## src/rtl/pic_pkg.sv

```systemverilog
// Shared definitions for the PIC interrupt-acknowledge path: sequencer state
// encodings, the MCS-80 CALL opcode and the request-index width helper.
package pic_pkg;

  localparam logic [2:0] ST_IDLE = 3'd0;
  localparam logic [2:0] ST_ACK1 = 3'd1;
  localparam logic [2:0] ST_ACK2 = 3'd2;
  localparam logic [2:0] ST_ACK3 = 3'd3;
  localparam logic [2:0] ST_POLL = 3'd4;

  localparam logic [7:0] CALL_OPCODE = 8'hCD;

  localparam logic [1:0] SEL_CALL = 2'd0;
  localparam logic [1:0] SEL_LOW  = 2'd1;
  localparam logic [1:0] SEL_HIGH = 2'd2;

  function automatic int unsigned idx_width(input int unsigned n);
    return $clog2(n);
  endfunction

endpackage

```

## src/rtl/intack_vector_gen.sv

```systemverilog
// Combinational formation of the acknowledge bytes: CALL opcode, 8086 type
// byte, and the low/high bytes of the MCS-80 CALL target address.
module intack_vector_gen
  import pic_pkg::*;
#(
  parameter int unsigned NUM_IRQ = 8
) (
  input  logic                          mode_8086_i,
  input  logic                          interval_8_i,
  input  logic [15:0]                   vector_base_i,
  input  logic [idx_width(NUM_IRQ)-1:0] idx_i,
  input  logic [1:0]                    byte_sel_i,
  output logic [7:0]                    byte_o
);

  localparam int unsigned IDX_W = idx_width(NUM_IRQ);

  logic [15:0] call_mask;
  logic [15:0] target;
  logic [7:0]  type_byte;

  always_comb begin
    // Low address bits covered by the vector table are replaced by idx * interval.
    if (interval_8_i) begin
      call_mask = (16'd1 << (IDX_W + 3)) - 16'd1;
      target    = (vector_base_i & ~call_mask) | (16'(idx_i) << 3);
    end else begin
      call_mask = (16'd1 << (IDX_W + 2)) - 16'd1;
      target    = (vector_base_i & ~call_mask) | (16'(idx_i) << 2);
    end
    type_byte = (vector_base_i[7:0] & ~8'(NUM_IRQ - 1)) | 8'(idx_i);
    case (byte_sel_i)
      SEL_LOW:  byte_o = mode_8086_i ? type_byte : target[7:0];
      SEL_HIGH: byte_o = target[15:8];
      default:  byte_o = CALL_OPCODE;
    endcase
  end

endmodule

```

## src/rtl/intack_sequencer.sv

```systemverilog
// Interrupt-acknowledge and poll-read sequencer: detects INTA/read strobes,
// latches the winning request and drives vector / CALL / poll bytes.
module intack_sequencer
  import pic_pkg::*;
#(
  parameter int unsigned NUM_IRQ = 8
) (
  input  logic                          clock,
  input  logic                          reset_n,
  input  logic                          interrupt_acknowledge_n,
  input  logic                          read_n,
  input  logic                          u8086_mode,
  input  logic                          interval_8,
  input  logic                          aeoi_mode,
  input  logic [15:0]                   vector_base,
  input  logic                          cascade_drive,
  input  logic                          poll_cmd,
  input  logic                          irq_valid,
  input  logic [idx_width(NUM_IRQ)-1:0] irq_idx,
  output logic [7:0]                    data_out,
  output logic                          data_out_en,
  output logic                          isr_set,
  output logic [idx_width(NUM_IRQ)-1:0] isr_idx,
  output logic                          aeoi_pulse,
  output logic                          ack_busy
);

  localparam int unsigned IDX_W = idx_width(NUM_IRQ);

  logic [2:0]       state_q, state_d;
  logic             inta_prev_q, rd_prev_q;
  logic             inta_seen_q, rd_seen_q;
  logic [IDX_W-1:0] idx_q, idx_d;
  logic             spur_q, spur_d;
  logic             mode_q, mode_d;
  logic             int8_q, int8_d;
  logic             armed_q, armed_d;
  logic [7:0]       poll_byte_q, poll_byte_d;
  logic [7:0]       data_q, data_d;
  logic             en_q, en_d;
  logic             isr_set_q, isr_set_d;
  logic             aeoi_q, aeoi_d;
  logic [1:0]       byte_sel_d;
  logic [7:0]       vec_byte;
  logic             inta_low, inta_fall, inta_rise, rd_fall, rd_rise;

  // The seen flags keep a strobe that is still low across reset release from
  // being taken as a fresh falling edge.
  assign inta_low  = ~interrupt_acknowledge_n;
  assign inta_fall = inta_prev_q & inta_low & inta_seen_q;
  assign inta_rise = ~inta_prev_q & interrupt_acknowledge_n;
  assign rd_fall   = rd_prev_q & ~read_n & rd_seen_q;
  assign rd_rise   = ~rd_prev_q & read_n;

  always_comb begin
    state_d     = state_q;
    idx_d       = idx_q;
    spur_d      = spur_q;
    mode_d      = mode_q;
    int8_d      = int8_q;
    armed_d     = armed_q | poll_cmd;
    poll_byte_d = poll_byte_q;
    isr_set_d   = 1'b0;
    aeoi_d      = 1'b0;
    case (state_q)
      ST_IDLE: begin
        if (inta_fall) begin
          state_d   = ST_ACK1;
          idx_d     = irq_valid ? irq_idx : IDX_W'(NUM_IRQ - 1);
          spur_d    = ~irq_valid;
          mode_d    = u8086_mode;
          int8_d    = interval_8;
          isr_set_d = irq_valid;
        end else if (rd_fall && armed_q) begin
          state_d     = ST_POLL;
          armed_d     = 1'b0;
          poll_byte_d = irq_valid ? (8'h80 | 8'(irq_idx)) : 8'h00;
          isr_set_d   = irq_valid;
          if (irq_valid) idx_d = irq_idx;
        end
      end
      ST_ACK1: if (inta_fall) state_d = ST_ACK2;
      ST_ACK2: begin
        if (mode_q) begin
          if (inta_rise) begin
            state_d = ST_IDLE;
            aeoi_d  = aeoi_mode & ~spur_q;
          end
        end else if (inta_fall) begin
          state_d = ST_ACK3;
        end
      end
      ST_ACK3: begin
        if (inta_rise) begin
          state_d = ST_IDLE;
          aeoi_d  = aeoi_mode & ~spur_q;
        end
      end
      ST_POLL: if (rd_rise) state_d = ST_IDLE;
      default: state_d = ST_IDLE;
    endcase
  end

  assign byte_sel_d = (state_d == ST_ACK3) ? SEL_HIGH :
                      (state_d == ST_ACK2) ? SEL_LOW  : SEL_CALL;

  intack_vector_gen #(.NUM_IRQ(NUM_IRQ)) u_vector_gen (
    .mode_8086_i  (mode_d),
    .interval_8_i (int8_d),
    .vector_base_i(vector_base),
    .idx_i        (idx_d),
    .byte_sel_i   (byte_sel_d),
    .byte_o       (vec_byte)
  );

  always_comb begin
    case (state_d)
      ST_ACK1:          en_d = ~mode_d & cascade_drive & inta_low;
      ST_ACK2, ST_ACK3: en_d = cascade_drive & inta_low;
      ST_POLL:          en_d = ~read_n;
      default:          en_d = 1'b0;
    endcase
    data_d = '0;
    if (en_d) data_d = (state_d == ST_POLL) ? poll_byte_d : vec_byte;
  end

  always_ff @(posedge clock or negedge reset_n) begin
    if (!reset_n) begin
      state_q     <= ST_IDLE;
      inta_prev_q <= 1'b1;
      rd_prev_q   <= 1'b1;
      inta_seen_q <= 1'b0;
      rd_seen_q   <= 1'b0;
      idx_q       <= '0;
      spur_q      <= 1'b0;
      mode_q      <= 1'b0;
      int8_q      <= 1'b0;
      armed_q     <= 1'b0;
      poll_byte_q <= '0;
      data_q      <= '0;
      en_q        <= 1'b0;
      isr_set_q   <= 1'b0;
      aeoi_q      <= 1'b0;
    end else begin
      state_q     <= state_d;
      inta_prev_q <= interrupt_acknowledge_n;
      rd_prev_q   <= read_n;
      inta_seen_q <= inta_seen_q | interrupt_acknowledge_n;
      rd_seen_q   <= rd_seen_q | read_n;
      idx_q       <= idx_d;
      spur_q      <= spur_d;
      mode_q      <= mode_d;
      int8_q      <= int8_d;
      armed_q     <= armed_d;
      poll_byte_q <= poll_byte_d;
      data_q      <= data_d;
      en_q        <= en_d;
      isr_set_q   <= isr_set_d;
      aeoi_q      <= aeoi_d;
    end
  end

  assign data_out    = data_q;
  assign data_out_en = en_q;
  assign isr_set     = isr_set_q;
  assign isr_idx     = idx_q;
  assign aeoi_pulse  = aeoi_q;
  assign ack_busy    = (state_q != ST_IDLE);

endmodule
```

## config.mk

```make
export PLATFORM = sky130hd
export DESIGN_NAME = intack_sequencer
export DESIGN_NICKNAME = d
export VERILOG_FILES = /design/src/rtl/pic_pkg.sv /design/src/rtl/intack_vector_gen.sv /design/src/rtl/intack_sequencer.sv
export SDC_FILE = /design/constraint.sdc
export NUM_CORES = 1
export LEC_CHECK = 0
export BUFFER_PORTS_ARGS = -buffer_cell sky130_fd_sc_hd__buf_2
export CAP_MARGIN = 25
export CORE_ASPECT_RATIO = 1.25
export CORE_MARGIN = 4
export CORE_UTILIZATION = 38
export DETAILED_ROUTE_END_ITERATION = 6
export HOLD_SLACK_MARGIN = 0.06
export SYNTH_ARGS = -nofsm -noshare
export SYNTH_HDL_FRONTEND = slang
export SYNTH_SLANG_ARGS = --single-unit
```

## constraint.sdc

```tcl
create_clock -name clock -period 3 [get_ports clock]
set_clock_uncertainty 0.05 [all_clocks]
set_input_delay 0.6 -clock clock [delete_from_list [all_inputs] [get_ports clock]]
set_output_delay 0.6 -clock clock [all_outputs]
set_load 0.02 [all_outputs]
```

# Yosys cells after proc, flatten, opt, wreduce, memory -nomap -nowiden
# Cells that the tools add are included.
[word_totals]
ff_bits = 33
in_bits = 29
output_inout_bits = 15
wordCells = 91
[op_classes]
eq_ne = 10
n_mux = 38
bitwise_logic = 23
reduce_logical = 5
[op_table]
columns = ["operator", "count"]
rows = [
  ["8-bit two-way mux", 7],
  ["3-bit two-way mux", 12],
  ["16-bit two-way mux", 1],
  ["16-bit by 5-bit bitwise OR with 16-bit output", 1],
  ["16-bit by 6-bit bitwise OR with 16-bit output", 1],
  ["8-bit one-hot mux with 2 select lines", 1],
  ["3-bit one-hot mux with 5 select lines", 1],
  ["1-bit two-way mux", 13],
  ["3-bit by 2-bit equality test with 1-bit output, second input constant", 4],
  ["1-bit bitwise AND", 10],
  ["8-bit by 3-bit bitwise OR with 8-bit output", 1],
  ["1-bit NOT", 7],
  ["3-bit by 1-bit equality test with 1-bit output, second input constant", 2],
  ["3-bit equality test, second input constant", 2],
  ["3-bit logical NOT", 1],
  ["1-bit bitwise OR", 3],
  ["1-bit one-hot mux with 3 select lines", 1],
  ["3-bit nonzero test", 1],
  ["2-bit by 1-bit equality test with 1-bit output, second input constant", 1],
  ["2-bit equality test, second input constant", 1],
  ["2-bit two-way mux", 1],
  ["1-bit one-hot mux with 2 select lines", 1],
  ["2-bit AND reduction", 1],
  ["2-bit OR reduction", 1],
  ["1-bit logical AND", 1],
]

# Longest topological paths before layout
# Gate-level depths: netlist of run 1.
[logic_depth]
depth_word = 14
ltp_mapped = 9

# Modules after synthesis
# From an unflattened synthesis of run 1, not the netlist that was laid out.
[unflattened]
hier_cells = 154
area_unflattened_um2 = 1615.3
[modules_own_cells]
columns = ["mod", "n_inst", "cells_each", "area_each_um2", "seq_area_each_um2"]
rows = [
  ["intack_sequencer", 1, 121, 1383.8, 828.3],
  ["intack_vector_gen", 1, 33, 231.5, 0.0],
]

# Least setup slack after synthesis of run 1
# OpenSTA, ideal clock, no wires.
[synth_path]
path_type = "input port to flip-flop"
startpoint = "input port interrupt_acknowledge_n"
endpoint = "register data_q[3] (netlist: data_out[3])"
t_arrival_ns = 1.974
t_required_ns = 2.815
setup_slack_ns = 0.841
path_stages = 7
path_buffers = 1
cell_sequence = "buf_6 > nand3b_1 > nor2_1 > mux2i_2 > nor2_1 > a222oi_1 > a211oi_2"
[synth_between]
elab_chain_cells = 13
[synth_lines]
columns = ["item", "line_no", "text"]
rows = [
  ["start: declaration", "intack_sequencer.sv:10", "input logic interrupt_acknowledge_n,"],
  ["1-bit NOT", "intack_sequencer.sv:49", "assign inta_low = ~interrupt_acknowledge_n;"],
  ["1-bit bitwise AND (2 in series)", "intack_sequencer.sv:50", "assign inta_fall = inta_prev_q & inta_low & inta_seen_q;"],
  ["3-bit two-way mux", "intack_sequencer.sv:89", "end else if (inta_fall) begin"],
  ["3-bit two-way mux", "intack_sequencer.sv:84", "if (mode_q) begin"],
  ["3-bit one-hot mux with 5 select lines", "intack_sequencer.sv:65", "case (state_q)"],
  ["3-bit by 2-bit equality test with 1-bit output", "intack_sequencer.sv:105, intack_sequencer.sv:117", ""],
  ["1-bit two-way mux", "intack_sequencer.sv:105", "(state_d == ST_ACK2) ? SEL_LOW : SEL_CALL;"],
  ["2-bit two-way mux", "intack_sequencer.sv:104", "assign byte_sel_d = (state_d == ST_ACK3) ? SEL_HIGH :"],
  ["2-bit equality test / 2-bit by 1-bit equality test with 1-bit output (equally long branches)", "intack_vector_gen.sv:32", "case (byte_sel_i)"],
  ["8-bit one-hot mux with 2 select lines", "intack_vector_gen.sv:32", ""],
  ["8-bit two-way mux", "intack_sequencer.sv:124", "if (en_d) data_d = (state_d == ST_POLL) ? poll_byte_d : vec_byte;"],
  ["8-bit two-way mux (*)", "intack_sequencer.sv:124", ""],
  ["named net data_d[3]", "intack_sequencer.sv:39", "logic [7:0] data_q, data_d;"],
  ["end signal: assignment", "intack_sequencer.sv:156", "data_q <= data_d;"],
  ["end: declaration", "intack_sequencer.sv:39", ""],
]
# The timed path passes the listed nets; every way through them passes the cells marked *.
# A chain may end at the register's enable or synchronous reset.

# Final worst setup path of run 1
[layout_path]
startpoint = "register state_q[0]"
endpoint = "register data_q[3] (netlist: data_out[3])"
[layout_lines]
columns = ["item", "line_no", "text"]
rows = [
  ["start: declaration", "intack_sequencer.sv:30", "logic [2:0] state_q, state_d;"],
  ["start signal: assignment", "intack_sequencer.sv:145", "state_q <= state_d;"],
  ["3-bit logical NOT", "intack_sequencer.sv:65", ""],
  ["3-bit two-way mux", "intack_sequencer.sv:65", ""],
  ["named net idx_d[0]", "intack_sequencer.sv:33", "logic [IDX_W-1:0] idx_q, idx_d;"],
  ["16-bit by 6-bit bitwise OR with 16-bit output", "intack_vector_gen.sv:26", "target = (vector_base_i & ~call_mask) | (16'(idx_i) << 3);"],
  ["16-bit two-way mux", "intack_vector_gen.sv:24", "if (interval_8_i) begin"],
  ["8-bit two-way mux", "intack_vector_gen.sv:33", "SEL_LOW: byte_o = mode_8086_i ? type_byte : target[7:0];"],
  ["8-bit one-hot mux with 2 select lines", "intack_vector_gen.sv:32", ""],
  ["8-bit two-way mux (2 in series)", "intack_sequencer.sv:124", ""],
  ["named net data_d[3]", "intack_sequencer.sv:39", ""],
]
# The timed path passes the listed nets, and every way through them passes these cells.

==> metrics.md, run 1 <==
| Metric | Value |
|---|---|
| Outcome | `completed` |
| # DRC | `0` |
| Layout Cells excl Fill | `250` |
| Min-delay worst type | `in -> async` |
| I/O Pins | `between 40 and 50` |
| Area contributors post-synth | `dfrtp_1, nand2_1, dfstp_2` |
| DR vias | `1302` |
| Share of the synthesized area in the top cell type | `a little under half` |
| Unrepaired setup endpoints after global routing | `no` |
| DRT Wirelength | `3.91 mm` |
| ANT nets after route | `0` |
| Req. time, crit path | `a little over 3 ns` |
| TritonCTS Sinks | `33` |
| Top FF cell, synth | `dfrtp_1` |
| DP Wirelength | `2.86 mm` |
| Crit path kind | `reg -> reg` |
| Count leader, synth | `dfrtp_1` |
| Net Count, Synth | `182` |
| First drt pass iteration count | `4` |
| Global-route wire length before repair | `6.66 mm` |
| Final setup fails | `0` |
| Nature of the critical path endpoint | `flop` |
| Core Util, Final | `47.1%` |
| CP peak stage delay | `roughly 0.56 ns` |
| Fillers | `397` |
| Die area | `~5600 um2` |
| Maximum VDD drop | `0.000362 V` |
| Rel. slew slack | `51.7%` |
| Starting Density | `40.1%` |
| Post-synthesis async set-or-reset flop share | `100%` |
| Initial antenna violation count | `0` |
| Clock latency on the worst-skew pair | `0.28 ns` |
| Wirelength per Cell | `15.7 um` |
| CTS H-tree depth | `2` |
| Largest net degree at the start of global routing | `34` |
| Root Driver | `clkbuf_8` |
| Vias in the first global route | `1381` |
| Antenna Cells | `0` |
| Total global routing track utilization | `16.6%` |
| PwrDens | `a little under 900 nW/um2` |
| Setup ws final | `between 0.7 and 0.8 ns` |
| Num CTS Buffers | `5` |
| Biggest area consumer among synthesized cells | `dfrtp_1` |
| Row Count | `26` |
| Mean Syn Cell Area | `11.0 um2` |
| Post-CTS setup buffer count | `0` |
| Post-synth EDFFs | `0` |
| Die Wd | `67.5 um` |
| Slew @ Worst Pin | `0.724 ns` |
| Sequential fraction of the synthesis area | `between 40% and 50%` |
| Final hold vios | `0` |
| Global placement routability congestion | `0.850` |
| Post-Route Setup TNS | `0 ns` |
| Worst-path cell chain | `or4b_4, a21o_1, o22a_2, a222oi_1, a211oi_2` |
| GR Overflow Total | `0` |
| Crit path time final | `roughly 2.2 ns` |
| Crit Path Max Fanout | `12` |
| Fin crit share | `73.7%` |
| Netlist cell types | `58` |
| Post-synth design cell area | `1680 um2` |
| Placed cells | `around 240` |
| Post-Synthesis Cells | `153` |
| CTS tree | `built` |
| I/O Buffers | `40` |
| Layout area overhead | `17.4%` |
| Clock-pin slew of the registers on the worst-case setup and hold paths | `0.07 ns` |
| Starting DRT DRC Count | `80` |
| Max capacitance violation total | `0` |
| Buf/Inv on CP | `0` |
| Hold_buf cts | `0` |
| Die Ht | `82.4 um` |
| Slowest CP cell | `or4b_4` |
| Post-synth top cells | `dfrtp_1, nand2_1, nor2_1, inv_1` |
| Crit path DAT | `2.32 ns` |
| Pre-CTS setup slack | `0.551 ns` |
| Leak | `roughly 0.00096 uW` |
| Synthesis warning total | `0` |
| Max-slew violations | `0` |
| Fmax | `0.452 GHz` |
| PostCTS Resize Cnt | `0` |
| Core area | `4200 um2` |
| Layout cells sized above 1 | `around two fifths` |
| Setup crit start kind | `flop` |
| CTS max path bufs | `2` |
| Yosys reg bits | `33` |
| Power consumption | `1750 uW` |
| Family with the most delay on the worst path | `compound AO/OA/AOI/OAI gates` |
| Final #Nets | `around 220` |
| Avg Vias per Cell | `5.21` |
## worst paths after layout
kind	from	to	slack, ns	cells past startpoint
worst min-delay path	reset_n	aeoi_pulse	0.32	1
worst min register to register	spur_q	aeoi_pulse	0.38	1
max in group asynchronous	reset_n	armed_q	2.12	1
min in group clock	spur_q	aeoi_pulse	0.38	1
worst max register to register	state_q[0]	data_out[3]	0.79	5
worst max-delay path	state_q[0]	data_out[3]	0.79	5
## area by class of cell
cell class	count	area, um2	share of cell area [%]
clock buffer	7	86.3	4.37
inverter	10	37.5	1.90
tap	56	70.1	3.55
sequential	33	828	41.9
timing repair buffer	41	208	10.5
multi-input combinational	103	746	37.7
## registers in the layout, indices dropped and copies added, names as in the netlist, 3 cells and up
register,flops
data_out,8
poll_byte_q,8
state_q,3
isr_idx,3
## where the power goes
part / total [uW] / switching (uW) / internal, uW
clock: 336 / 154 / 182
combinational: 755 / 447 / 308
sequential: 659 / 96.1 / 563
total: 1750 / 698 / 1050
## worst register-to-register path, delay by kind of cell (launching register included)
| family | cells | cell delay [ns] |
|---|---|---|
| flops | 1 | 0.54 |
| compound gates | 4 | 0.93 |
| simple gates | 1 | 0.56 |
## metrics by stage
stage               hold slack [ns]  area (um2)
global placement              0.372        1890
global route                  0.373        1980
CTS                           0.348        1980
finish                        0.317        1980
floorplan                     0.254        1680
detailed placement            0.371        1890
## layer usage
layer	GRT usage [%]	part of all wire (%)	routed length, um
met4	7.91	2.1	84
met2	27.9	52	2020
met3	4.87	5.7	222
met1	19.0	41	1590
met5	0	0	0
## logic make-up after synthesis
group / after synthesis / synth area share [%]
flops: 33 / 49.2
mux: 2 / 1.49
buf+inv: 17 / 6.47
simple gates: 56 / 20.6
compound gates: 45 / 22.2
## placed cells by master, fill, tap and decap left out, types with 4 or more instances in the layout
cell type and instances:
inv_1 8, o21ai_1 5, o22ai_1 4, nand2_1 15
and2_1 4, o21ai_0 5, clkbuf_8 6, buf_2 40
dfrtp_1 31, nor2_1 12, a21oi_1 4
(Power assumes the default switching activity.)
==> run 2: changes to the inputs <==
- clock period: 3 -> 1.84 ns (I/O delays scaled with it)
==> run 2 against run 1 <==
  * The run now ends with negative setup slack left
  * Sequential share of layout area fell by 8.3 points
  * Clock power up 120%
  * Fmax is 6.3% higher
  * Power grew 110%
  * Core utilization increased by 12 points
  * Critical path depth unchanged
  * Combinational power increased to 2.5 times the previous value
  * Worst hold slack lost 0.17 ns
  * Critical path type unchanged
  * Critical endpoint is now data_out[2]
  * Largest power group unchanged
  * Highest routed layer unchanged
==> metrics.md, run 2 (synthesis gave the netlist of run 1 again) <==
| Metric | Value |
|---|---|
| Outcome | `finished with violations` |
| Failing checks | `negative setup slack` |
| Min-delay worst type | `in -> reg` |
| Layout cells sized above 1 | `55.2% (+16 points)` |
| Core area | `4200 um2 (unchanged)` |
| Total global routing track utilization | `18.6% (+2.1 points)` |
| I/O Buffers | `40 (unchanged)` |
| CTS tree | `built` |
| Global placement routability congestion | `0.891 (+4.8%)` |
| Placed cells | `272 (+12%)` |
| GR Overflow Total | `0 (unchanged)` |
| Seq. cell area | `830 um2 (+0.15%)` |
| Wirelength per Cell | `16.3 um (+4.3%)` |
| DP Wirelength | `3.34 mm (+17%)` |
| CTS H-tree depth | `2 (unchanged)` |
| Clock latency on the worst-skew pair | `0.29 ns (about the same)` |
| # DRC | `0 (unchanged)` |
| Maximum VDD drop | `0.000670 V (+85%)` |
| Root Driver | `clkbuf_8` |
| Commonest non-fill, non-tap cells in the layout | `buf_2, buf_4, dfrtp_1, nand2_1, nor2_1` |
| Layout area overhead | `46.8%` |
| I/O Pins | `44 (unchanged)` |
| CTS max path bufs | `2 (unchanged)` |
| Area of the multi-input gates | `840 um2 (+13%)` |
| Slowest CP cell | `or4b_4` |
| Crit path kind | `reg -> reg` |
| Max-slew violations | `0 (unchanged)` |
| Fmax | `0.481 GHz (+6.3%)` |
| Crit path time final | `2.08 ns (-0.131 ns)` |
| Nature of the critical path endpoint | `flop` |
| Power consumption | `3650 uW (+110%)` |
| Vias in the first global route | `1589 (+15%)` |
| Die area | `5560 um2 (unchanged)` |
| Row Count | `26 (unchanged)` |
| Global-route wire length before repair | `7.65 mm (+15%)` |
| Area after DPL | `2110 um2 (+12%)` |
| ANT nets after route | `0 (unchanged)` |
| Setup ws final | `-0.241 ns (-1.03 ns)` |
| Worst R2R Setup Slack | `-0.24 ns (-1.03 ns)` |
| Rel. slew slack | `72.6% (+21 points)` |
| Worst-path cell chain | `or4b_4, a21o_4, o22a_2, a221oi_1, nor3_1` |
| Final #Nets | `267 (+20%)` |
| Most common cell after layout, fill and taps aside | `buf_2` |
| Die Wd | `67.5 um (unchanged)` |
| Starting DRT DRC Count | `75 (-6.3%)` |
| Layout Cells excl Fill | `295 (+18%)` |
| First drt pass iteration count | `4 (unchanged)` |
| Max capacitance violation total | `0 (unchanged)` |
| Req. time, crit path | `1.95 ns (-1.16 ns)` |
| Starting Density | `40.1% (unchanged)` |
| Initial antenna violation count | `0 (unchanged)` |
| Slew @ Worst Pin | `0.411 ns (-0.312 ns)` |
| DR vias | `1515 (+16%)` |
| Hold WS | `0.144 ns (-0.173 ns)` |
| Unrepaired setup endpoints after global routing | `yes` |
| Setup crit start kind | `flop` |
| Avg Vias per Cell | `5.14 (-1.4%)` |
| Num CTS Buffers | `5 (unchanged)` |
| Final setup fails | `9 (+9)` |
| DRT Wirelength | `4.82 mm (+23%)` |
| Crit Path Max Fanout | `4 (-8)` |
| Leak | `0.00121 uW (+26%)` |
| Antenna Cells | `0 (unchanged)` |
| Crit path DAT | `2.20 ns (-0.12 ns)` |
| Fin crit share | `113% (+39 points)` |
| Largest net degree at the start of global routing | `18 (-47%)` |
| CP peak stage delay | `0.56 ns (about the same)` |
| Clock-pin slew of the registers on the worst-case setup and hold paths | `0.08 ns (about the same)` |
| Die Ht | `82.4 um (unchanged)` |
| Fillers | `369 (-7.1%)` |
| Finished Cell Area | `2470 um2 (+25%)` |
| PwrDens | `1480 nW/um2 (+67%)` |
| TritonCTS Sinks | `33 (unchanged)` |
| Final hold vios | `0 (unchanged)` |
[run 2: cell count changes in the layout (fill, tap and decap cells not counted), moves of 2 or more]
cell     previous run  this run
buf_4               1        34
o21ai_2             0         2
nor2_1             12        10
a21oi_1             4         2
a21oi_2             0         2
buf_6               0         9
o21ai_1             5         3
[run 2: layout make-up]
class / instances / share of cell area (%)
Multi-Input combinational cell: 104 / 34.0
Tap cell: 56 / 2.84
Sequential cell: 33 / 33.6
Timing Repair Buffer: 84 / 23.4
Clock buffer: 7 / 3.50
Clock inverter: 1 / 1.22
Inverter: 10 / 1.52
[run 2: path summary, 6_finish.rpt]
path	startpoint	end	cells after the start
max	state_q[0]	data_out[2]	5
min reg2reg	spur_q	aeoi_pulse	1
max in group asynchronous	reset_n	isr_idx[0]	3
min	interrupt_acknowledge_n	inta_prev_q	1
min in group asynchronous	reset_n	aeoi_pulse	2
max reg2reg	state_q[0]	data_out[2]	5
[run 2: metrics by stage]
| stage | setup slack, ns | TNS (ns) | util (%) |
|---|---|---|---|
| 5_1_grt | -0.338 | -2.18 | 58.9 |
| 4_1_cts | -0.228 | -1.29 | 57.5 |
| 3_5_place_dp | -0.257 | -1.44 | 50.2 |
| 6_report | -0.241 | -1.42 | 58.9 |
| 2_1_floorplan | -0.210 | -0.645 | - |
| 3_3_place_gp | -0.240 | -1.30 | 50.2 |
[run 2: what timing repair did]
action	CTS	global route
setup endpoints to repair	8	14
hold buffers	1	0
hold endpoints to repair	13	0
setup buffers	11	4
pin swaps	11	2
cloned	1	0
resized for setup	20	8
[run 2: per-layer routing]
| layer | vias up | wire length [um] | global-route usage, % | share of wire, % |
|---|---|---|---|---|
| met5 | - | 0 | 0 | 0 |
| met4 | 0 | 53 | 7.51 | 1.1 |
| met3 | 8 | 239 | 3.38 | 5.0 |
| met2 | 34 | 2560 | 33.9 | 53 |
| met1 | 750 | 1960 | 21.0 | 41 |
| li1 | 723 | - | - | - |
[run 2: worst max-delay path: cells and delay by family (launching register included)]
family             cells  cell delay, ns
DFF                    1            0.43
AOI/OAI and AO/OA      3            0.82
and+or+nand+nor        2            0.65
[run 2: power by group]
| group | total [uW] | internal, uW | switching, uW |
|---|---|---|---|
| Clock | 725 | 442 | 283 |
| Combinational | 1890 | 902 | 991 |
| Sequential | 1030 | 919 | 109 |
